--- src/rtl/game_pkg.sv ---
// Shared game-logic types and constants for the obstacle path.
// State encoding, screen geometry and LFSR feedback taps.
package game_pkg;

  typedef enum logic [1:0] {
    IDLE,
    WAIT,
    SCROLL,
    HIT
  } state_t;

  localparam int SCREEN_W = 640;
  localparam int SCREEN_H = 480;

  // Fibonacci taps 16,14,13,11 as bit positions 15,13,12,10
  localparam logic [15:0] LFSR_TAPS = 16'hB400;

endpackage

--- src/rtl/lfsr16.sv ---
// Free-running 16-bit Fibonacci LFSR used for spawn gap jitter.
// Only rst_n reloads the seed; it shifts on every pixel clock.
module lfsr16
  import game_pkg::*;
#(
  parameter logic [15:0] SEED = 16'hACE1
) (
  input  logic        pix_clk,
  input  logic        rst_n,
  output logic [15:0] q
);

  always_ff @(posedge pix_clk or negedge rst_n) begin
    if (!rst_n) q <= SEED;
    else        q <= {q[14:0], ^(q & LFSR_TAPS)};
  end

endmodule

--- src/rtl/obstacle_scroll_ctrl.sv ---
// Obstacle scroll, respawn, collision latch, score and speed control.
// All game state advances once per frame on the line after active video.
module obstacle_scroll_ctrl
  import game_pkg::*;
#(
  parameter int          SCREEN_WIDTH  = SCREEN_W,
  parameter int          SCREEN_HEIGHT = SCREEN_H,
  parameter int          SPEED_INIT    = 2,
  parameter int          SPEED_MAX     = 8,
  parameter int          SPEED_STEP    = 5,
  parameter int          MIN_GAP       = 20,
  parameter logic [15:0] LFSR_SEED     = 16'hACE1
) (
  input  logic        pix_clk,
  input  logic        rst_n,
  input  logic [9:0]  hcount,
  input  logic [9:0]  vcount,
  input  logic        start,
  input  logic        collision,
  output logic [9:0]  obstacle_x,
  output logic        obstacle_active,
  output logic        game_over,
  output logic [15:0] score,
  output logic [3:0]  speed
);

  localparam logic [9:0]  X_PARK   = 10'(SCREEN_WIDTH);
  localparam logic [9:0]  X_SPAWN  = 10'(SCREEN_WIDTH - 1);
  localparam logic [9:0]  V_TICK   = 10'(SCREEN_HEIGHT);
  localparam logic [3:0]  SPD_INIT = 4'(SPEED_INIT);
  localparam logic [3:0]  SPD_MAX  = 4'(SPEED_MAX);
  localparam logic [15:0] STEP16   = 16'(SPEED_STEP);
  localparam logic [6:0]  GAP_MIN  = 7'(MIN_GAP);

  state_t      state_q, state_d;
  logic [9:0]  x_q, x_d;
  logic [15:0] score_q, score_d;
  logic [3:0]  speed_q, speed_d;
  logic [6:0]  gap_q, gap_d;
  logic        hit_q, hit_d;
  logic        tick_q;
  logic [15:0] lfsr_q;
  logic [15:0] score_inc;
  logic [6:0]  gap_new;

  lfsr16 #(
    .SEED(LFSR_SEED)
  ) u_lfsr (
    .pix_clk(pix_clk),
    .rst_n  (rst_n),
    .q      (lfsr_q)
  );

  always_ff @(posedge pix_clk or negedge rst_n) begin
    if (!rst_n) begin
      tick_q  <= 1'b0;
      state_q <= IDLE;
      x_q     <= X_PARK;
      score_q <= '0;
      speed_q <= SPD_INIT;
      gap_q   <= '0;
      hit_q   <= 1'b0;
    end else begin
      tick_q  <= (vcount == V_TICK) && (hcount == '0);
      state_q <= state_d;
      x_q     <= x_d;
      score_q <= score_d;
      speed_q <= speed_d;
      gap_q   <= gap_d;
      hit_q   <= hit_d;
    end
  end

  always_comb begin
    state_d   = state_q;
    x_d       = x_q;
    score_d   = score_q;
    speed_d   = speed_q;
    gap_d     = gap_q;
    score_inc = (score_q == 16'hFFFF) ? score_q : score_q + 16'd1;
    gap_new   = GAP_MIN + {1'b0, lfsr_q[5:0]};
    unique case (state_q)
      IDLE, HIT: begin
        if (start) begin
          state_d = WAIT;
          x_d     = X_PARK;
          score_d = '0;
          speed_d = SPD_INIT;
          gap_d   = gap_new;
        end
      end
      WAIT: begin
        if (tick_q) begin
          if (gap_q == '0) begin
            state_d = SCROLL;
            x_d     = X_SPAWN;
          end else begin
            gap_d = gap_q - 7'd1;
          end
        end
      end
      SCROLL: begin
        // a collision in the tick cycle itself still ends the run
        if (tick_q) begin
          if (hit_q || collision) begin
            state_d = HIT;
          end else if (x_q <= {6'd0, speed_q}) begin
            state_d = WAIT;
            x_d     = X_PARK;
            score_d = score_inc;
            gap_d   = gap_new;
            if ((score_inc % STEP16) == 16'd0 &&
                score_inc != 16'd0 &&
                speed_q < SPD_MAX)
              speed_d = speed_q + 4'd1;
          end else begin
            x_d = x_q - {6'd0, speed_q};
          end
        end
      end
      default: state_d = IDLE;
    endcase
    hit_d = (state_q == SCROLL) && (state_d == SCROLL)
            && (hit_q || collision);
  end

  assign obstacle_x      = x_q;
  assign obstacle_active = (state_q == SCROLL);
  assign game_over       = (state_q == HIT);
  assign score           = score_q;
  assign speed           = speed_q;

endmodule

--- config.mk ---
export PLATFORM = sky130hd
export DESIGN_NAME = obstacle_scroll_ctrl
export DESIGN_NICKNAME = d
export VERILOG_FILES = /design/src/rtl/game_pkg.sv /design/src/rtl/lfsr16.sv /design/src/rtl/obstacle_scroll_ctrl.sv
export SDC_FILE = /design/constraint.sdc
export NUM_CORES = 1
export LEC_CHECK = 0
export CORE_UTILIZATION = 45
export CTS_CLUSTER_DIAMETER = 40
export DETAILED_ROUTE_END_ITERATION = 8
export PLACE_DENSITY = 0.66
export REMOVE_ABC_BUFFERS = 1
export SLEW_MARGIN = 20
export SYNTH_ARGS = -nofsm -noshare
export SYNTH_HDL_FRONTEND = slang
export SYNTH_SLANG_ARGS = --single-unit
export TNS_END_PERCENT = 50
--- constraint.sdc ---
create_clock -name pix_clk -period 21.1 [get_ports pix_clk]
set_clock_uncertainty 0.05 [all_clocks]
set_input_delay 4.22 -clock pix_clk [delete_from_list [all_inputs] [get_ports pix_clk]]
set_output_delay 4.22 -clock pix_clk [all_outputs]
set_load 0.05 [all_outputs]
# Word level (Yosys, flattened, before mapping)
# Cells that the tools add are included.
# word_totals
in_bits	24
register_bits	57
# op_classes
div	1
n_eq_ne	14
add_sub_neg	5
order_cmp	2
reduce_logical	18
mux	33
# ops
operator	n
$mux W16	5
$mux W10	6
$mux W7	6
$pmux W16 S2	1
$pmux W10 S3	1
$pmux W7 S3	1
$mux W4	5
$add A16 B1 Y16 const B	1
$eq A16 B16 Y1 const B	1
$logic_not A16 Y1	1
$mod A16 B3 Y16 const B	1
$reduce_bool A16 Y1	1
$reduce_xor A16 Y1	1
$mux W2	6
$reduce_and A6 Y1	2
$eq A10 B9 Y1 const B	1
$le A10 B4 Y1	1
$logic_not A10 Y1	1
$ne A2 B2 Y1 const B	5
$reduce_and A5 Y1	2
$sub A10 B4 Y10	1
$pmux W4 S2	1
$add A5 B6 Y7 const A	1
$logic_not A7 Y1	1
12 further kinds	20

# Longest topological paths before layout
# Gate-level depths: netlist of the first run.
# depth
depth_word	11
ltp_mapped	32
depth_no_buf	28

# Cells and area by module
# From an unflattened synthesis of the first run, not the netlist that was laid out.
# hier_totals
cells_unflattened	672
area_unflattened_um2	5434.0
# modules_own_cells
mod	seq_area_each_um2	area_each_um2	cells_each	instances
obstacle_scroll_ctrl	1029.7	4997.3	653	1
lfsr16	410.4	436.7	19	1

# Least setup slack after synthesis of the first run
# No wires, ideal clock.
# synth_timing
path_kind	register to register
startpoint	reg score_q[0], in the netlist score[0]
endpoint	reg speed_q[0], in the netlist speed[0]
path_slack_ps	13853
required_ps	20971
t_arrival_ps	7118
path_stages_with_launch	32
synth_period_minus_slack_ps	7247
setup_time_ps	79
cell_sequence	dfrtp_1 ha_1 buf_2 inv_1 nor4_4 mux2_2 nor4_4 a211oi_4 o32ai_2 nor2_2 and2_1 o311ai_2 or2_1 buf_6 o211ai_4 a311oi_4 buf_6 a21oi_1 nor3_2 o211ai_2 ha_1 o31ai_4 nand2_1 xnor2_1 ha_1 inv_1 o211ai_1 o221ai_1 a211o_1 a21oi_1 o211a_1 mux2i_1
# synth_via
elab_chain_len	8
elab_cells_between_ends	10
classes_between	add/sub: 1; div: 1; eq/ne: 2; mux: 1; reduce/logical: 5
# synth_lines
element	line_no	rtl
start, declared	obstacle_scroll_ctrl.sv:37	logic [15:0] score_q, score_d;
start signal, assigned	obstacle_scroll_ctrl.sv:67	score_q <= score_d;
$add A16 B1 Y16 / $eq A16 B16 Y1 (equally long branches)	obstacle_scroll_ctrl.sv:80	score_inc = (score_q == 16'hFFFF) ? score_q : score_q + 16'd1;
$mux W16 (*)	obstacle_scroll_ctrl.sv:80	
$mod A16 B3 Y16	obstacle_scroll_ctrl.sv:112	if ((score_inc % STEP16) == 16'd0 &&
$logic_not A16 Y1	obstacle_scroll_ctrl.sv:112	
$logic_and A1 B1 Y1 (*)	obstacle_scroll_ctrl.sv:112	
$logic_and A1 B1 Y1 (*)	obstacle_scroll_ctrl.sv:113	score_inc != 16'd0 &&
$ne A2 B1 Y1 (no source line) (*)	-	
$reduce_and A6 Y1 (no source line) (*)	-	
end signal, assigned	obstacle_scroll_ctrl.sv:68	speed_q <= speed_d;
end, declared	obstacle_scroll_ctrl.sv:38	logic [3:0] speed_q, speed_d;
# Mark *: on every way between the ends. The rest lies on a longest branch, timed or not.
# A chain may end at the register's enable or synchronous reset.

# Worst setup path in the final report of the first run
# layout_timing
startpoint	reg score_q[6], in the netlist score[6]
endpoint	reg speed_q[0], in the netlist speed[0]
# The elaborated chain is that of the path after synthesis.

==> impl_metrics.csv, run 1 <==
group,metric,value,unit
finish,final_util,0.549,
drt,drc,1,
grt,grt-ovfl-total,0,
synth,netlist-cell-type-count,96,
finish,final_layout_size_suffix_gt1_frac,0.119,
timing,setup_tns,0,ps
critical_path,critical_path_class,"flip-flop to flip-flop",
finish,instances_no_fill,847,
place,gp_congestion,0.895,
drt,wl_met3,818,um
power_and_ir_drop,irDropWorstVdd,0.0847,mV
synth,async_flop_share,1.00,
synth,synth.largest_area_cell,"dfrtp_1",
synth,synthXorXnorAreaFrac,0.0373,
synth,yosysTopAreaCellShare,0.213,
timing,slew_headroom,0.282,
critical_path,startpoint_type,"flip-flop",
synth,synth_most_common_cell,"nand2_1",
drt,met2_wirelength,7.38,mm
place,place_area,6030,um2
cts,cts_sinks,57,
grt,grt_max_degree,58,
place,io_buffers,55,
drt,num_vias,5369,
finish,fillCellCount,1066,
drt,wl_met1,6.80,mm
drt,highest_layer,"met4",
timing,final-hold-violation-count,0,
power_and_ir_drop,p_clk_frac,0.342,
drt,drt-total-wl,15.3,mm
floorplan,initial_utilization,0.467,
critical_path,timing.reg2reg.setup_slack,12730,ps
timing,drv_slew,0,
synth,synth_seq_cells,57,
power_and_ir_drop,combinationalPowerShare,0.347,
synth,synthTopCellsByArea,"dfrtp_1, dfstp_2, nand2_1",
power_and_ir_drop,net-switching-power,167,uW
power_and_ir_drop,leakagePower,2.44,nW
cts,cts_tree,"done",
power_and_ir_drop,power.share.switching,0.371,
critical_path,cp_num_buf_inv,1,
critical_path,critPathArrivalTime,8580,ps
floorplan,core,11600,um2
synth,muxShareOfSynthArea,0.0410,
run,max_cap_viol_count,0,
power_and_ir_drop,power.density,71.1,nW/um2
timing,worst_slew_pin_slew,1050,ps
timing,period_needed,8370,ps
synth,synth_common_cells,"nand2_1, o21ai_0, nor2_1",
critical_path,end_kind,"flip-flop",
floorplan,die-area,12500,um2
critical_path,critPathSlowestCell,"mux2i_1",
cts,clk_latency,330,ps
critical_path,critPathMaxFanout,18,
critical_path,max_stage_delay,910,ps
cts,cts-root-buf,"clkbuf_16",
place,dp_hpwl,11.2,mm
cts,path_clk_slew,60,ps
power_and_ir_drop,p_seq_frac,0.311,
power_and_ir_drop,p_int,283,uW
cts,cts-buffers-inserted,9,
drt,drt.antenna.violating_nets,0,
outcome,status,"complete, but fails checks",
synth,yosys_warnings,0,
synth,synth_top_family_by_area,"compound AO/OA/AOI/OAI gates",
floorplan,die_h,112,um
finish,syn2layout_area_growth,17.4,%
synth,yosys.area_share.adder,0.0403,
timing,max_freq,119,MHz
timing,finalSetupViolCount,0,
cts,ctsHoldBuffers,0,
synth,synth-compound-area-share,0.335,
min_path,min_path_type,"flip-flop to flip-flop",
grt,track_usage,0.254,
grt,antenna_found_initial,0,
place,dpl.cell_count,831,
critical_path,cp_top_family,"compound AO/OA/AOI/OAI gates",
finish,nets,739,
drt,viasPerCell,6.34,
synth,synth_edf_count,0,
synth,synthCells,656,
floorplan,die_w,112,um
grt,grt_pass1_vias,5265,
synth,synth_area,5400,um2
finish,n_antenna_cell,0,
synth,ys_seq_area_frac,0.266,
finish,postLayoutCellArea,6340,um2
outcome,violations,"DRC",
drt,first_iter_violations,327,
timing,hold_ws,299,ps
cts,h-tree-depth,3,
cts,cts_buffer_depth,2,
synth,ys.flop_type,"dfrtp_1",
floorplan,std_cell_rows,39,
floorplan,io_pins,56,
synth,synth.avg_cell_area,8.24,um2
cts,post_cts_resize_count,0,
critical_path,crit_required,21310,ps
drt,first_pass_iters,7,
cts,cts_setup_buffers,0,
timing,period_share,0.397,
drt,routedWlPerCell,18.1,um
synth,yosys.area_share.simple,0.242,
grt,grt_pass1_wl,25.9,mm
timing,rsz0062_at_grt,"false",
-- worst reg2reg max path, cell delays in order (launching register included) --
cell and delay (ps):
dfrtp_1 530, nand4_2 290, nor4_2 430, mux2i_1 910, nor2_1 240, a211oi_4 460, o32ai_2 180, nor2_2 310
nand2_2 150, o41ai_4 400, or2_1 370, o211ai_4 120, a311oi_4 760, a21oi_1 110, nor3_2 210, o211ai_2 190
ha_1 320, o31ai_4 100, nand2_1 180, xnor2_1 350, ha_1 230, inv_1 70, o211ai_1 140, o221ai_1 230
a211o_1 330, a21oi_1 220, o211a_1 240, mux2i_1 190
-- power by group through the flow --
| stage | sequential (mW) | clock, mW | combinational (mW) |
|---|---|---|---|
| 2_1_floorplan | 0.163 | 0 | 0.0844 |
| 3_3_place_gp | 0.141 | 0 | 0.150 |
| 3_5_place_dp | 0.141 | 0 | 0.154 |
| 4_1_cts | 0.140 | 0.156 | 0.157 |
| 5_1_grt | 0.143 | 0.161 | 0.172 |
| 6_report | 0.140 | 0.154 | 0.156 |
-- routing by layer --
layer | global-route usage | up-vias
met1 | 0.329 | 2567
met3 | 0.0408 | 29
met4 | 0.0802 | 0
met5 | 0 | -
li1 | - | 2598
met2 | 0.432 | 175
-- through the flow --
step / total power, mW / setup slack [ps]
6_report: 0.451 / 12730
5_1_grt: 0.476 / 12060
4_1_cts: 0.453 / 12860
3_5_place_dp: 0.296 / 12890
3_3_place_gp: 0.291 / 13250
2_1_floorplan: 0.248 / 13680
-- logic make-up (layout without fill, tap and decap cells) --
group / after synthesis / after routing
AND/OR/NAND/NOR: 250 / 250
AO/OA/AOI/OAI: 241 / 241
flip-flops: 57 / 57
buffers and inverters: 48 / 96
XOR/XNOR: 23 / 23
multiplexers: 20 / 20
adder cells (fa/ha/maj): 17 / 17
-- registers in the layout (all words and copies together), names as in the netlist --
| register | count |
|---|---|
| gap_q | 7 |
| hit_q | 1 |
| obstacle_x | 10 |
| score | 16 |
| speed | 4 |
| state_q | 2 |
| tick_q | 1 |
| u_lfsr.q | 16 |
-- final cells by class --
type | count | area (um2) | share of cell area
inverters | 22 | 82.6 | 0.0130
repair buffers | 58 | 568 | 0.0895
multi-input cells | 551 | 3760 | 0.593
clock buffers | 10 | 229 | 0.0361
well taps | 143 | 179 | 0.0282
flip-flops and latches | 57 | 1440 | 0.227
clock inverters | 6 | 82.6 | 0.0130
-- cells in the final DEF, fill, tap and decap left out, drive strengths merged, types with 5 or more instances in the layout --
cell type	netlist	routed
a211o	6	6
a211oi	19	19
a21oi	47	47
a311oi	5	5
a31oi	8	8
and2	7	7
and3	9	9
and4	5	5
clkbuf	19	10
clkdlybuf4s50	0	54
dfrtp	46	46
dfstp	11	11
ha	15	15
inv	21	21
mux2	11	11
mux2i	9	9
nand2	74	74
nand2b	8	8
nand3	34	34
nand4	11	11
nor2	50	50
nor2b	5	5
nor3	18	18
nor4	10	10
o211a	6	6
o211ai	15	15
o21ai	61	61
o221ai	6	6
o22ai	12	12
o311ai	5	5
o31ai	5	5
or2	6	6
xnor2	14	14
xor2	9	9
-- path summary, 6_finish.rpt --
check,startpoint,to,depth (start not counted)
worst max register to register,score[6]$_DFFE_PN0P_,speed[0]$_DFFE_PN0P_,27
min in group asynchronous,rst_n,gap_q[3]$_DFFE_PN0P_,2
max in group asynchronous,rst_n,state_q[0]$_DFF_PN0_,2
worst max-delay path,score[6]$_DFFE_PN0P_,speed[0]$_DFFE_PN0P_,27
worst min register to register,u_lfsr.q[8]$_DFF_PN0_,u_lfsr.q[9]$_DFF_PN0_,0
worst min-delay path,u_lfsr.q[8]$_DFF_PN0_,u_lfsr.q[9]$_DFF_PN0_,0
Note: power is estimated with default switching activity, not from simulation.
==> run 2: changes to the inputs <==
PLACE_DENSITY = 0.68   (was 0.66)
clock period = 6.8 ns   (was 21.1 ns; I/O delays follow)
==> run 2 against run 1 <==
The flow still finishes with violations (DRC). Sequential share of layout area down 2.5 points. Largest power group unchanged. Sequential power grew to 3.1 times the previous value. Hold slack worse by 2.6 ps. Register-to-register slack got worse by 13000 ps. Non-clock buffer count is 70 higher. First-iteration DRC count up 43%. Clock power increased to 2.9 times the previous value. Setup slack worse by 13000 ps. Via count up 6.9%. Wire length up 6.5%.
==> impl_metrics.csv, run 2 (synthesized netlist as in run 1, its figures left out) <==
group,metric,value,unit
power_and_ir_drop,irDropWorstVdd,0.263,mV
place,place_area,6420,um2
cts,cts_sinks,57,
timing,slew_headroom,0.476,
floorplan,initial_utilization,0.467,
critical_path,cp_num_buf_inv,6,
floorplan,die_w,112,um
power_and_ir_drop,p_clk_frac,0.330,
timing,period_needed,6710,ps
critical_path,crit_cells,32,
drt,drc,2,
critical_path,crit_path_start,"score[0]$_DFFE_PN0P_",
critical_path,critPathArrivalTime,6910,ps
floorplan,die-area,12500,um2
min_path,min_path_type,"flip-flop to flip-flop",
power_and_ir_drop,totalPowerFinal,1.36,mW
place,io_buffers,55,
grt,track_usage,0.267,
critical_path,rr_endpoint,"speed[0]$_DFFE_PN0P_",
critical_path,reg2reg_from,"score[0]$_DFFE_PN0P_",
cts,cts-buffers-inserted,9,
timing,drv_slew,0,
critical_path,crit_required,7000,ps
critical_path,end_kind,"flip-flop",
critical_path,timing.reg2reg.setup_slack,90,ps
grt,antenna_found_initial,0,
min_path,holdCritStartpoint,"u_lfsr.q[8]$_DFF_PN0_",
cts,cts-root-buf,"clkbuf_16",
place,dp_worst_setup_slack,-234,ps
drt,num_vias,5740,
critical_path,r2r_cells,32,
finish,n_antenna_cell,0,
power_and_ir_drop,net-switching-power,510,uW
run,max_cap_viol_count,0,
place,dp_hpwl,11.8,mm
grt,grt_max_degree,58,
timing,setup_tns,0,ps
timing,fin_ws,92.7,ps
outcome,violations,"DRC",
power_and_ir_drop,p_seq_frac,0.320,
critical_path,critPathMaxFanout,8,
floorplan,std_cell_rows,39,
place,dpl.cell_count,881,
cts,clk_latency,330,ps
finish,syn2layout_area_growth,32.3,%
power_and_ir_drop,p_int,851,uW
power_and_ir_drop,power.density,190,nW/um2
critical_path,startpoint_type,"flip-flop",
timing,worst_slew_pin_slew,783,ps
drt,first_pass_iters,7,
critical_path,critical_path_class,"flip-flop to flip-flop",
power_and_ir_drop,power.share.switching,0.375,
finish,layout_common_cells,"buf_4, nand2_1, clkdlybuf4s50_1",
place,gp_congestion,0.905,
finish,instances_no_fill,917,
finish,postLayoutCellArea,7150,um2
cts,path_clk_slew,50,ps
floorplan,io_pins,56,
finish,final_common_cell,"buf_4",
power_and_ir_drop,leakagePower,2.91,nW
finish,final_util,0.618,
finish,final_layout_size_suffix_gt1_frac,0.249,
grt,grt-ovfl-total,0,
cts,cts_buffer_depth,2,
timing,period_share,0.986,
cts,cts_tree,"done",
outcome,status,"complete, but fails checks",
critical_path,max_stage_delay,450,ps
critical_path,cpMostUsedCell,"buf_4",
floorplan,die_h,112,um
timing,final-hold-violation-count,0,
critical_path,critPathSlowestCell,"a211oi_4",
drt,viasPerCell,6.26,
floorplan,core,11600,um2
critical_path,crit_end,"speed[0]$_DFFE_PN0P_",
grt,grt_pass1_vias,5587,
timing,finalSetupViolCount,0,
timing,rsz0062_at_grt,"true",
finish,nets,809,
power_and_ir_drop,combinationalPowerShare,0.350,
drt,first_iter_violations,466,
critical_path,cp_top_family,"compound AO/OA/AOI/OAI gates",
drt,routedWlPerCell,17.8,um
cts,h-tree-depth,3,
cts,ctsHoldBuffers,0,
drt,drt-total-wl,16.3,mm
grt,grt_pass1_wl,27.5,mm
timing,hold_ws,296,ps
timing,max_freq,149,MHz
finish,fillCellCount,989,
drt,drt.antenna.violating_nets,0,
-- run 2: cell types whose count changed in the layout (fill, tap and decap cells not counted), sizes merged --
cell,before,now
clkinv,4,5
bufinv,2,1
buf,4,74
-- run 2: how the worst min path moves through the flow --
stage / endpoint / slack (ps) / cells past startpoint
6_report: u_lfsr.q[9]$_DFF_PN0_ / 300 / 0
5_1_grt: u_lfsr.q[7]$_DFF_PN1_ / 310 / 0
4_1_cts: u_lfsr.q[9]$_DFF_PN0_ / 300 / 0
3_5_place_dp: u_lfsr.q[9]$_DFF_PN0_ / 280 / 0
3_3_place_gp: u_lfsr.q[9]$_DFF_PN0_ / 290 / 0
2_1_floorplan: u_lfsr.q[9]$_DFF_PN0_ / 280 / 0
-- run 2: final cells by class --
type / count / area [um2] / share of cell area
timing repair buffer: 128 / 1110 / 0.155
sequential: 57 / 1440 / 0.202
clock buffer: 10 / 239 / 0.0334
tap: 143 / 179 / 0.0250
multi-input combinational: 551 / 4040 / 0.565
inverter: 22 / 82.6 / 0.0115
clock inverter: 6 / 57.6 / 0.00805
-- run 2: timing repair --
action | CTS | global route
setup buffers | 2 | 18
endpoints found under the hold margin | 0 | 0
resized for setup | 14 | 50
setup endpoints to repair | 4 | 4
pin swaps | 2 | 23
-- run 2: power by group through the flow --
stage                     registers, mW  clock network (mW)  logic, mW
after floorplan                   0.507                   0      0.262
after global placement            0.438                   0      0.459
after detailed placement          0.438                   0      0.477
after CTS                         0.434               0.455      0.478
after global routing              0.444               0.477      0.531
final                             0.435               0.449      0.476
-- run 2: layer usage --
| metal | part of all wire | track usage | vias to the layer above |
|---|---|---|---|
| met3 | 0.052 | 0.0435 | 24 |
| met5 | 0 | 0 | - |
| met1 | 0.46 | 0.361 | 2774 |
| met2 | 0.47 | 0.440 | 197 |
| li1 | - | - | 2745 |
| met4 | 0.013 | 0.0802 | 0 |
